### src/rtl/isp_color_adjust.sv
// RGB565 -> RGB888 colour stage: per-channel gain, signed offset and clamp, with settings
// shadowed at frame start and a per-frame clipped-pixel counter. Fixed 3-clock latency.
module isp_color_adjust #(
  parameter bit          VS_POL = 1'b1,
  parameter int unsigned CLIP_W = 20
) (
  input  logic              clk,
  input  logic              rstn,
  input  logic              i_vs,
  input  logic              i_hs,
  input  logic              i_de,
  input  logic [15:0]       i_rgb565,
  input  logic [4:0]        i_gain_r,
  input  logic [4:0]        i_gain_g,
  input  logic [4:0]        i_gain_b,
  input  logic [8:0]        i_off_r,
  input  logic [8:0]        i_off_g,
  input  logic [8:0]        i_off_b,
  input  logic              i_bypass,
  output logic              o_vs,
  output logic              o_hs,
  output logic              o_de,
  output logic [7:0]        o_r,
  output logic [7:0]        o_g,
  output logic [7:0]        o_b,
  output logic [CLIP_W-1:0] o_clip_cnt
);

  localparam logic [CLIP_W-1:0] ClipMax = {CLIP_W{1'b1}};

  // Channel index 0 = R, 1 = G, 2 = B throughout.
  logic            vs_d;
  logic            frame_start;
  logic [2:0][4:0] gain_act, gain_cur;
  logic [2:0][8:0] off_act, off_cur;
  logic            byp_act, byp_cur;
  logic [2:0][7:0] c8;

  logic            s1_de, s1_vs, s1_hs, s1_byp;
  logic [2:0][7:0] s1_c;
  logic [2:0][4:0] s1_gain;
  logic [2:0][8:0] s1_off;

  logic            s2_de, s2_vs, s2_hs;
  logic [2:0][8:0] s2_p, p_d;
  logic [2:0][8:0] s2_off;

  logic [2:0][10:0] sum;
  logic [2:0][7:0]  res;
  logic [2:0]       clamped;
  logic             clip_inc;
  logic [CLIP_W-1:0] clip_run_q, clip_sum;

  assign frame_start = (vs_d != VS_POL) && (i_vs == VS_POL);

  // A pixel in the frame-start cycle must already see the new settings, so bypass the shadow.
  assign gain_cur = frame_start ? {i_gain_b, i_gain_g, i_gain_r} : gain_act;
  assign off_cur  = frame_start ? {i_off_b, i_off_g, i_off_r} : off_act;
  assign byp_cur  = frame_start ? i_bypass : byp_act;

  assign c8[0] = {i_rgb565[15:11], i_rgb565[15:13]};
  assign c8[1] = {i_rgb565[10:5],  i_rgb565[10:9]};
  assign c8[2] = {i_rgb565[4:0],   i_rgb565[4:2]};

  always_ff @(posedge clk) begin
    if (!rstn) begin
      vs_d     <= 1'b0;
      gain_act <= {3{5'd16}};
      off_act  <= '0;
      byp_act  <= 1'b0;
    end else begin
      vs_d     <= i_vs;
      gain_act <= gain_cur;
      off_act  <= off_cur;
      byp_act  <= byp_cur;
    end
  end

  // Settings travel with the pixel so in-flight pixels are unaffected by a frame start.
  always_ff @(posedge clk) begin
    if (!rstn) begin
      s1_de   <= 1'b0;
      s1_vs   <= 1'b0;
      s1_hs   <= 1'b0;
      s1_byp  <= 1'b0;
      s1_c    <= '0;
      s1_gain <= '0;
      s1_off  <= '0;
    end else begin
      s1_de   <= i_de;
      s1_vs   <= i_vs;
      s1_hs   <= i_hs;
      s1_byp  <= byp_cur;
      s1_c    <= c8;
      s1_gain <= gain_cur;
      s1_off  <= off_cur;
    end
  end

  always_comb begin
    p_d = '0;
    for (int ch = 0; ch < 3; ch++) begin
      p_d[ch] = s1_byp ? {1'b0, s1_c[ch]}
                       : 9'((13'(s1_c[ch]) * 13'(s1_gain[ch])) >> 4);
    end
  end

  always_ff @(posedge clk) begin
    if (!rstn) begin
      s2_de  <= 1'b0;
      s2_vs  <= 1'b0;
      s2_hs  <= 1'b0;
      s2_p   <= '0;
      s2_off <= '0;
    end else begin
      s2_de  <= s1_de;
      s2_vs  <= s1_vs;
      s2_hs  <= s1_hs;
      s2_p   <= p_d;
      s2_off <= s1_byp ? '0 : s1_off;
    end
  end

  always_comb begin
    sum     = '0;
    res     = '0;
    clamped = '0;
    for (int ch = 0; ch < 3; ch++) begin
      sum[ch] = {2'b00, s2_p[ch]} + {{2{s2_off[ch][8]}}, s2_off[ch]};
      if (sum[ch][10]) begin
        res[ch]     = 8'h00;
        clamped[ch] = 1'b1;
      end else if (|sum[ch][9:8]) begin
        res[ch]     = 8'hFF;
        clamped[ch] = 1'b1;
      end else begin
        res[ch]     = sum[ch][7:0];
      end
    end
  end

  assign clip_inc = s2_de & (|clamped);
  // A clip landing on the frame-start cycle still belongs to the frame being closed.
  assign clip_sum = (clip_run_q == ClipMax) ? ClipMax : clip_run_q + CLIP_W'(clip_inc);

  always_ff @(posedge clk) begin
    if (!rstn) begin
      o_vs       <= 1'b0;
      o_hs       <= 1'b0;
      o_de       <= 1'b0;
      o_r        <= 8'h00;
      o_g        <= 8'h00;
      o_b        <= 8'h00;
      clip_run_q <= '0;
      o_clip_cnt <= '0;
    end else begin
      o_vs <= s2_vs;
      o_hs <= s2_hs;
      o_de <= s2_de;
      o_r  <= s2_de ? res[0] : 8'h00;
      o_g  <= s2_de ? res[1] : 8'h00;
      o_b  <= s2_de ? res[2] : 8'h00;
      if (frame_start) begin
        o_clip_cnt <= clip_sum;
        clip_run_q <= '0;
      end else begin
        clip_run_q <= clip_sum;
      end
    end
  end

endmodule
### config.mk
export PLATFORM = sky130hd
export DESIGN_NAME = isp_color_adjust
export DESIGN_NICKNAME = d
export VERILOG_FILES = /design/src/rtl/isp_color_adjust.sv
export SDC_FILE = /design/constraint.sdc
export NUM_CORES = 1
export LEC_CHECK = 0
export CORE_MARGIN = 10
export CORE_UTILIZATION = 57
export DETAILED_ROUTE_END_ITERATION = 10
export PLACE_DENSITY = 0.82
export SYNTH_ARGS = -nofsm -noshare
export SYNTH_HDL_FRONTEND = slang
export SYNTH_SLANG_ARGS = --single-unit
### constraint.sdc
create_clock -name clk -period 5 [get_ports clk]
set_input_delay 1 -clock clk [delete_from_list [all_inputs] [get_ports clk]]
set_output_delay 1 -clock clk [all_outputs]
set_load 0.05 [all_outputs]
; After elaboration in Yosys (flattened, before gate mapping)
; Cells that the tools add are included.
[totals]
register_bits = 209
inputBits = 64
output_inout_bits = 47
elab_cells = 72
[op_classes]
addsub = 4
n_mul = 3
eq_ne = 1
mux = 14
n_bitwise = 4
reduce_logical = 10
[ops]
columns = op, count
row1 = $mux W8, 6
row2 = $mul A8 B5 Y13, 3
row3 = $add A10 B9 Y11, 3
row4 = $add A20 B1 Y20, 1
row5 = $eq A20 B20 Y1 const B, 1
row6 = $mux W20, 1
row7 = $mux W15, 1
row8 = $reduce_or A3 Y1, 4
row9 = $reduce_or A2 Y1, 5
row10 = $mux W1, 6
row11 = $not A1 Y1, 3
row12 = $and A1 B1 Y1, 1
row13 = $logic_and A1 B1 Y1, 1

; Logic depth before layout (Yosys ltp)
; Gate-level depths: netlist of run 1.
[logic_depth]
depth_word = 8
mapped_depth = 18
mapped_depth_nobuf = 18

; Worst setup path before layout of run 1
; OpenSTA, ideal clock, no wires.
[synth_timing]
kind = register to register
from = register s2_p[0] (netlist name)
to = register o_clip_cnt[13]
setup_ns = 0.114
arrival_time_ns = 3.540
required_ns = 4.886
path_slack_ns = 1.346
stages_incl_launch_ff = 18
n_path_buf = 1
period_less_slack_ns = 3.654
path_cell_list = dfxtp_1 ha_1 fa_1 a21oi_1 a21oi_1 o32ai_1 nand3_1 o31a_1 clkbuf_1 o41a_1 ha_1 and3_1 and2_1 and2b_1 nand3_1 xor2_1 a21oi_1 a21o_1
[synth_via]
elab_chain_len = 8
[synth_rtl]
columns = item, line
row1 = from (decl), 45  ; logic [2:0][8:0] s2_p, p_d;
row2 = from (signal assigned), 119  ; s2_p <= p_d;
row3 = $add A10 B9 Y11 *, 129  ; sum[ch] = {2'b00, s2_p[ch]} + {{2{s2_off[ch][8]}}, s2_off[ch]};
row4 = $reduce_or A2 Y1, 133  ; end else if (|sum[ch][9:8]) begin
row5 = $mux W1, 133
row6 = $mux W1 *, 130  ; if (sum[ch][10]) begin
row7 = $reduce_or A3 Y1 *, 142  ; assign clip_inc = s2_de & (|clamped);
row8 = $and A1 B1 Y1 *, 142
row9 = $add A20 B1 Y20 *, 144  ; assign clip_sum = (clip_run_q == ClipMax) ? ClipMax : clip_run_q + CLIP_W'(clip_inc);
row10 = $mux W20 *, 144
row11 = to (signal assigned), 164  ; o_clip_cnt <= clip_sum;
row12 = to (decl), 26  ; output logic [CLIP_W-1:0] o_clip_cnt
; Mark *: on every way between the ends. The rest lies on a longest branch, timed or not.
; A chain may end at the register's enable or synchronous reset.

; Final worst setup path of run 1
[layout_timing]
from = register s2_p[9] (netlist name)
to = register o_clip_cnt[14]
; Same word-level chain as after synthesis.

==> metrics.txt, run 1 <==
outcome finished clean; clock skew 0.0101 ns; cts repair resizes 0; Ys Warns 0; crit path cell chain ha_1, inv_1, fa_1, nand2b_1, a21oi_1, a211oi_2, o21a_1, a21boi_1, a211oi_2, o41a_1, ha_1, ha_1, nand3_1, nor2_1, nand4_1, xor2_1, a21oi_1, a21o_1; post-synthesis net count 1300; Final Setup Violations 0; Die Y 156 µm; cts bufs inserted 17; Worst-Skew Late Latency 0.44 ns; setup TNS 0 ns; initial antenna violation count 0; critical path required time 5.34 ns; Tcrit/Tclk final 0.852; asr flop ratio synth 0; Final HPWL DP 16900 µm; first-pass GRT wire length 39000 µm; drc violations 0; RD Place Congestion 0.909; Slowest Stage Delay on Critical Path 0.56 ns; H-Tree Depth 4; Post-synth top flop dfxtp_1; hold_buf cts 0; timing-limited maximum frequency 235 MHz; Worst Path Max Fanout 9; critical path's most frequent cell ha_1; Core ar. 18100 µm²; Final Hold Fails 0; number of global-route vias before repair 7890; vias per cell 5.53; I/O pin count 111; Total GRT Usage 0.195; DIE WIDTH 156 µm; clock sinks 189; vias post-DR 7931; type of the worst min-delay path reg -> reg; most frequent cells in the layout dfxtp_1 (189), clkdlybuf4s50_1 (109), and2_1 (107), inv_1 (107), ha_1 (89); NumNets Final 1397; Finished Layout Cells 1433; Max-Cap Viols 0; clk slew on worst S/H paths 0.07 ns; crit start category flip-flop; Placed Instances 1402; Core Rows 49; maximum buffer depth of the clock tree 2; final period demand of the worst path 4.26 ns; sequential area share after synthesis 0.359; layout cell share with drive strength beyond 1 0.0540; DRT antenna net count 0; worst slew pin tran 0.942 ns; # diodes 0; Max-slew headroom 0.370; synth-to-layout area growth 18.0%; Iter 0 DRT Violations 427; CTS tree yes; largest net degree at the start of global routing 52; Final Slew Violations 0; full die area 24300 µm²; Cell Pwr Density 280 nW/µm²; critical path type reg -> reg; EDFF count, synth 0; Routed WL 23100 µm; maximum VDD drop 0.000252 V; LEAKAGE 5.75 nW; 1st-pass router iterations 5; RSZ-0062 raised after global routing false; Synth Instances 1095; Root Buffer clkbuf_16; port bufs 110; wire length per cell 16.2 µm; count of cell types in the netlist 65; Post-CTS Setup Bufs 0; flops & latches, synth 189; average cell area after synthesis 9.63 µm²; critical path data arrival time 4.60 ns; slowest library cell on the worst path a211oi_2; crit end category flip-flop; Initial Utilization 0.583; commonest non-fill, non-tap cell in the layout dfxtp_1; mapped cell area 10500 µm²; GRT overflow 0
==> path summary, 6_finish.rpt <==
| check | startpoint | end | slack, ns | cells past startpoint |
|---|---|---|---|---|
| worst max-delay path | s2_p[9]$_SDFF_PN0_ | o_clip_cnt[14]$_SDFFE_PN0P_ | 0.74 | 18 |
| worst min-delay path | s2_hs$_SDFF_PN0_ | o_hs$_SDFF_PN0_ | 0.45 | 1 |
| worst max register to register | s2_p[9]$_SDFF_PN0_ | o_clip_cnt[14]$_SDFFE_PN0P_ | 0.74 | 18 |
| worst min register to register | s2_hs$_SDFF_PN0_ | o_hs$_SDFF_PN0_ | 0.45 | 1 |
==> final cells by class <==
class / instances / area, µm²
Clock buffer: 18 / 439
Clock inverter: 13 / 204
Fill cell: 1402 / 5640
Inverter: 107 / 402
Multi-Input combinational cell: 761 / 6190
Sequential cell: 189 / 3780
Tap cell: 229 / 287
Timing Repair Buffer: 116 / 1140
==> registers in the layout, indices dropped and copies added (netlist names), 3 cells and up <==
signal,cells
s2_p,27
o_b,8
s1_gain,3
s1_c,16
o_r,8
gain_act,15
s1_off,27
s2_off,27
o_clip_cnt,20
clip_run_q,20
o_g,8
==> power breakdown <==
part	internal [mW]	switching, mW
Clock	0.863	0.619
Combinational	0.180	0.214
Sequential	1.56	0.0471
Total	2.61	0.880
==> per-layer routing <==
layer	GRT usage	routed length, µm	vias to the layer above
met5	0	0	-
met4	0.0647	386	0
met3	0.0471	1500	28
met2	0.306	10500	231
met1	0.259	10800	3725
li1	-	-	3947
==> through the flow <==
stage / cell area (µm²) / worst slack (ns) / util / total power [mW] / hold slack (ns)
after floorplan: 10500 / 1.35 / - / 1.90 / 0.412
after global placement: 11800 / 0.869 / 0.653 / 2.02 / 0.415
after detailed placement: 11800 / 0.770 / 0.653 / 2.03 / 0.427
after CTS: 12400 / 0.732 / 0.688 / 3.51 / 0.454
after global routing: 12400 / 0.353 / 0.688 / 3.63 / 0.459
final: 12400 / 0.739 / 0.688 / 3.49 / 0.450
==> synth_stat cells, types with 7 or more instances <==
cell type,n,share of area
xnor2_1,32,0.027
a21oi_2,10,0.0083
inv_1,107,0.038
xor2_1,18,0.015
nand3_1,26,0.012
o21ai_0,20,0.0095
o21a_1,28,0.020
a21o_1,33,0.023
o21ai_1,7,0.0033
nor3_1,8,0.0038
a211oi_1,10,0.0071
nand2_1,71,0.025
nor2_1,31,0.011
nor4_1,9,0.0053
a21oi_1,46,0.022
ha_1,89,0.11
nand2b_1,13,0.0077
o21bai_1,11,0.0078
and2_1,108,0.064
a22o_1,44,0.037
clkbuf_1,28,0.010
dfxtp_1,189,0.36
fa_1,52,0.099
nand4_1,10,0.0059
==> cell families (layout without fill, tap and decap cells) <==
| family | Yosys count | count (layout) | share of synthesized area |
|---|---|---|---|
| AO/OA/AOI/OAI | 248 | 248 | 0.171 |
| XOR/XNOR | 50 | 50 | 0.0415 |
| adder cells (fa/ha/maj) | 141 | 141 | 0.204 |
| buffers and inverters | 145 | 254 | 0.0548 |
| flip-flops | 189 | 189 | 0.359 |
| multiplexers | 4 | 4 | 0.00380 |
| AND/OR/NAND/NOR | 318 | 318 | 0.165 |
==> worst max-delay path, delay by kind of cell (launching register included) <==
family,cells,cell delay (ns)
AO/OA/AOI/OAI,8,1.79
buffers and inverters,1,0.06
adder cells (fa/ha/maj),4,0.97
AND/OR/NAND/NOR,4,0.85
XOR/XNOR,1,0.19
flip-flops,1,0.31
(Power assumes the default switching activity.)
==> run 2: changes to the inputs <==
Settings changed: GPL_TIMING_DRIVEN from default to 0, HOLD_SLACK_MARGIN from default to 0.02, REMOVE_ABC_BUFFERS from default to 1.
==> run 2 against run 1 <==
Combinational power is essentially flat. Largest power group unchanged. Clock skew is 0.0058 ns higher. Power down 3.4%. Via count fell by 0.64%. Die area did not move. Worst hold slack lost 0.011 ns. Largest cell class unchanged. Sequential power hardly changed. Worst setup slack got worse by 0.046 ns. Critical path type unchanged. Clock-buffer cell count decreased by 1. Wire length shrank 0.90%. Cell count is 0.14% lower.
==> metrics.txt, run 2 (same netlist as run 1, synthesis figures left out) <==
outcome finished clean; Worst-Skew Late Latency 0.45 ns; final core utilization 0.688; vias per cell 5.51; Routed WL 22900 µm; wire length per cell 16.0 µm; Final Hold Fails 0; Cell Pwr Density 271 nW/µm²; Root Buffer clkbuf_16; layout cell share with drive strength beyond 1 0.0541; cts repair resizes 0; Max-Cap Viols 0; crit end category flip-flop; number of global-route vias before repair 7940; maximum buffer depth of the clock tree 2; clock sinks 189; critical path data arrival time 4.66 ns; commonest non-fill, non-tap cell in the layout dfxtp_1; Final HPWL DP 16800 µm; Final Slew Violations 0; Tcrit/Tclk final 0.861; top layer in use met4; CTS tree yes; largest net degree at the start of global routing 53; slowest library cell on the worst path a211oi_2; Worst Path Max Fanout 9; critical path's most frequent cell ha_1; LEAKAGE 5.73 nW; timing-limited maximum frequency 232 MHz; DIE WIDTH 156 µm; Total GRT Usage 0.190; drc violations 0; critical path type reg -> reg; Detail Route met3 WL 1620 µm; final period demand of the worst path 4.31 ns; clock skew 0.0160 ns; first-pass GRT wire length 38000 µm; dpl ws 0.694 ns; Post-CTS Setup Bufs 0; Core ar. 18100 µm²; fill cell total of the finished layout 1418; most frequent cells in the layout dfxtp_1 (188), clkdlybuf4s50_1 (109), and2_1 (107), inv_1 (107), ha_1 (89); initial antenna violation count 0; DR WL met2 10900 µm; cts bufs inserted 17; GRT overflow 0; Routed met1 length 10200 µm; largest registers s1_off: 27 flops, s2_off: 27 flops, s2_p: 27 flops; Max-slew headroom 0.374; port bufs 110; maximum VDD drop 0.000228 V; Initial Utilization 0.583; 1st-pass router iterations 5; Iter 0 DRT Violations 392; DRT antenna net count 0; Slowest Stage Delay on Critical Path 0.51 ns; crit path cell chain ha_1, inv_1, fa_1, nand2b_1, a21oi_1, a211oi_2, o21a_1, a21boi_1, a211oi_2, o41a_1, ha_1, ha_1, nand3_1, nor2_1, nand2_1, xor2_1, a21oi_2, a21o_1; RSZ-0062 raised after global routing false; Core Rows 49; I/O pin count 111; crit start category flip-flop; Final WS setup 0.693 ns; worst slew pin tran 0.939 ns; Die Y 156 µm; setup TNS 0 ns; NumNets Final 1394; type of the worst min-delay path reg -> reg; vias post-DR 7880; full die area 24300 µm²; clk slew on worst S/H paths 0.08 ns; synth-to-layout area growth 18.0%; Final Setup Violations 0; # diodes 0; H-Tree Depth 4; RD Place Congestion 0.904; hold_buf cts 0; critical path required time 5.35 ns
-- run 2: layout make-up --
cell class / instances / area [µm²] / share of cell area
flip-flops and latches: 189 / 3780 / 0.304
clock buffers: 17 / 425 / 0.0342
clock inverters: 15 / 181 / 0.0146
multi-input cells: 761 / 6190 / 0.498
inverters: 107 / 402 / 0.0323
repair buffers: 113 / 1160 / 0.0936
well taps: 229 / 287 / 0.0230
-- run 2: through the flow --
| step | hold WS [ns] | power (mW) | std cells | instance area [µm²] |
|---|---|---|---|---|
| floorplan | 0.412 | 1.89 | 1057 | 10400 |
| global placement | 0.415 | 2.02 | 1396 | 11800 |
| detailed placement | 0.421 | 2.04 | 1399 | 11800 |
| CTS | 0.445 | 3.39 | 1431 | 12400 |
| global route | 0.465 | 3.51 | 1431 | 12400 |
| finish | 0.439 | 3.37 | 1431 | 12400 |
-- run 2: critical path, delay by kind of cell, from the launching register on --
family | cells | cell delay [ns]
AO/OA/AOI/OAI | 8 | 1.77
XOR/XNOR | 1 | 0.26
adder cells (fa/ha/maj) | 4 | 0.98
buffers and inverters | 1 | 0.07
flip-flops | 1 | 0.32
AND/OR/NAND/NOR | 4 | 0.81
-- run 2: final timing paths --
check                                   startpoint                     endpoint  slack [ns]  cells past startpoint
worst max-delay path            s2_p[9]$_SDFF_PN0_  o_clip_cnt[12]$_SDFFE_PN0P_        0.69                     18
worst min register to register    s1_hs$_SDFF_PN0_             s2_hs$_SDFF_PN0_        0.44                      1
worst max register to register  s2_p[9]$_SDFF_PN0_  o_clip_cnt[12]$_SDFFE_PN0P_        0.69                     18
worst min-delay path              s1_hs$_SDFF_PN0_             s2_hs$_SDFF_PN0_        0.44                      1
-- run 2: report_power, final --
group          internal [mW]  switching, mW  total [mW]
Clock                  0.682          0.679        1.36
Sequential              1.56         0.0508        1.61
Combinational          0.183          0.210       0.393
Total                   2.43          0.940        3.37
-- run 2: metal layers --
metal | vias up | global-route usage
met4 | 0 | 0.0508
li1 | 3937 | -
met2 | 181 | 0.320
met1 | 3747 | 0.233
met3 | 15 | 0.0557
met5 | - | 0
==> run 3: changes to the inputs <==
Settings changed: CORE_UTILIZATION 57 to 35, PLACE_DENSITY 0.82 to 0.56, RECOVER_POWER from default to 100.
Clock period 5 ns to 5.4 ns, I/O delays scaled along.
==> run 3 against run 2 <==
Global-route usage down 5.5 points. Wire length up 8.6%. Cell count up 11%. Register-to-register slack better by 0.20 ns. Die area up 54%. Worst hold slack worse by 0.0034 ns. Clock skew up 0.0022 ns. Largest power group unchanged.
==> metrics.txt, run 3 (same netlist as run 1, synthesis figures left out) <==
Core Rows 63; Post-CTS Setup Bufs 0; timing-limited maximum frequency 222 MHz; Final HPWL DP 18200 µm; WHS Path Cells 1; largest registers s1_off: 27 flops, s2_off: 27 flops, s2_p: 27 flops; Total GRT Usage 0.135; critical path data arrival time 4.84 ns; NumNets Final 1393; port bufs 110; Cell Pwr Density 248 nW/µm²; most frequent cells in the layout dfxtp_1 (188), inv_1 (107), ha_1 (89), and2_1 (82), nand2_1 (71); synth-to-layout area growth 19.2%; Core ar. 29700 µm²; Root Buffer clkbuf_16; reg2reg path depth 18; Tcrit/Tclk final 0.835; Final Hold Fails 0; Final WS setup 0.891 ns; critical path type reg -> reg; DIE WIDTH 194 µm; RR Endpoint o_clip_cnt[18]$_SDFFE_PN0P_; worst slew pin tran 1.46 ns; RD Place Congestion 0.838; CTS tree yes; Worst-Skew Late Latency 0.44 ns; crit start category flip-flop; initial antenna violation count 1; # diodes 0; R2R Path Start s2_p[9]$_SDFF_PN0_; DRT antenna net count 0; final period demand of the worst path 4.51 ns; slowest library cell on the worst path a211oi_2; clock sinks 189; vias post-DR 7659; Hold Path End o_vs$_SDFF_PN0_; critical path's most frequent cell ha_1; full die area 37500 µm²; cts bufs inserted 17; clock skew 0.0182 ns; Iter 0 DRT Violations 297; Final Setup Violations 0; Finished Layout Cells 1591; critical path required time 5.73 ns; Die Y 194 µm; drc violations 0; crit end category flip-flop; Max-slew headroom 0.0248; Slowest Stage Delay on Critical Path 0.60 ns; hold_buf cts 0; crit path cell chain ha_1, inv_1, fa_1, nand2b_1, a21oi_1, a211oi_1, o21a_1, nor2b_1, a211oi_2, o41a_1, ha_1, ha_1, nand3_1, nor2_1, nand3_1, xor2_1, a21oi_1, a21o_1; 1st-pass router iterations 4; Final Slew Violations 0; Max-Cap Viols 0; number of global-route vias before repair 8107; cts repair resizes 0; Cell Area, Placed 12000 µm²; I/O pin count 111; Worst Path Max Fanout 9; RSZ-0062 raised after global routing false; H-Tree Depth 4; GRT overflow 0; dpl ws 0.998 ns; Routed WL 24900 µm; outcome finished clean; Placed Instances 1559; Finished Cell Area 12600 µm²; r2r setup slk 0.89 ns; wire length per cell 15.7 µm; layout cell share with drive strength beyond 1 0.0500; vias per cell 4.81; largest net degree at the start of global routing 65; first-pass GRT wire length 42100 µm; maximum VDD drop 0.000189 V; LEAKAGE 5.84 nW; clk slew on worst S/H paths 0.08 ns; type of the worst min-delay path reg -> reg; Hold Path Origin s2_vs$_SDFF_PN0_; commonest non-fill, non-tap cell in the layout dfxtp_1; maximum buffer depth of the clock tree 2; Initial Utilization 0.355
[run 3: critical path: cells and delay by family (launching register included)]
family,cells,cell delay [ns]
buffers and inverters,1,0.08
AO/OA/AOI/OAI,7,2.09
XOR/XNOR,1,0.21
flip-flops,1,0.31
adder cells (fa/ha/maj),4,0.83
AND/OR/NAND/NOR,5,0.89
[run 3: layout make-up]
class                           count  area, µm²
Clock inverter                     12        115
Fill cell                        2937      17100
Sequential cell                   189       3780
Clock buffer                       20        457
Tap cell                          390        488
Multi-Input combinational cell    761       6180
Inverter                          107        402
Timing Repair Buffer              112       1140
[run 3: stage by stage]
step / hold WS, ns / TNS [ns] / power, mW / utilization
6_report: 0.435 / 0 / 3.11 / 0.423
2_1_floorplan: 0.412 / 0 / 1.75 / -
3_3_place_gp: 0.414 / -166.66 / 1.89 / 0.402
5_1_grt: 0.460 / 0 / 3.28 / 0.423
3_5_place_dp: 0.424 / 0 / 1.90 / 0.404
4_1_cts: 0.443 / 0 / 3.17 / 0.424
[run 3: per-layer routing]
metal,global-route usage,vias to the layer above,wire length [µm]
li1,-,3920,-
met1,0.182,3594,12500
met2,0.210,123,11000
met3,0.0346,20,1140
met4,0.0349,2,261
met5,0,-,18
[run 3: where the power goes]
part	switching [mW]	total (mW)	leakage, nW	internal [mW]
registers	0.0480	1.50	1.54	1.45
clock network	0.620	1.26	0.281	0.638
logic	0.196	0.361	4.01	0.165
total	0.864	3.11	5.84	2.25
[run 3: worst max path at each step]
stage / start / to / slack, ns / cells past startpoint
2_1_floorplan: s2_p[9]$_SDFF_PN0_ / o_clip_cnt[13]$_SDFFE_PN0P_ / 1.79 / 18
4_1_cts: s2_p[9]$_SDFF_PN0_ / o_clip_cnt[14]$_SDFFE_PN0P_ / 0.95 / 18
3_3_place_gp: rstn / gain_act[4]$_SDFF_PN1_ / -2.68 / 5
3_5_place_dp: s2_p[9]$_SDFF_PN0_ / o_clip_cnt[18]$_SDFFE_PN0P_ / 1.0 / 18
5_1_grt: s2_p[9]$_SDFF_PN0_ / o_clip_cnt[13]$_SDFFE_PN0P_ / 0.41 / 18
6_report: s2_p[9]$_SDFF_PN0_ / o_clip_cnt[18]$_SDFFE_PN0P_ / 0.89 / 18
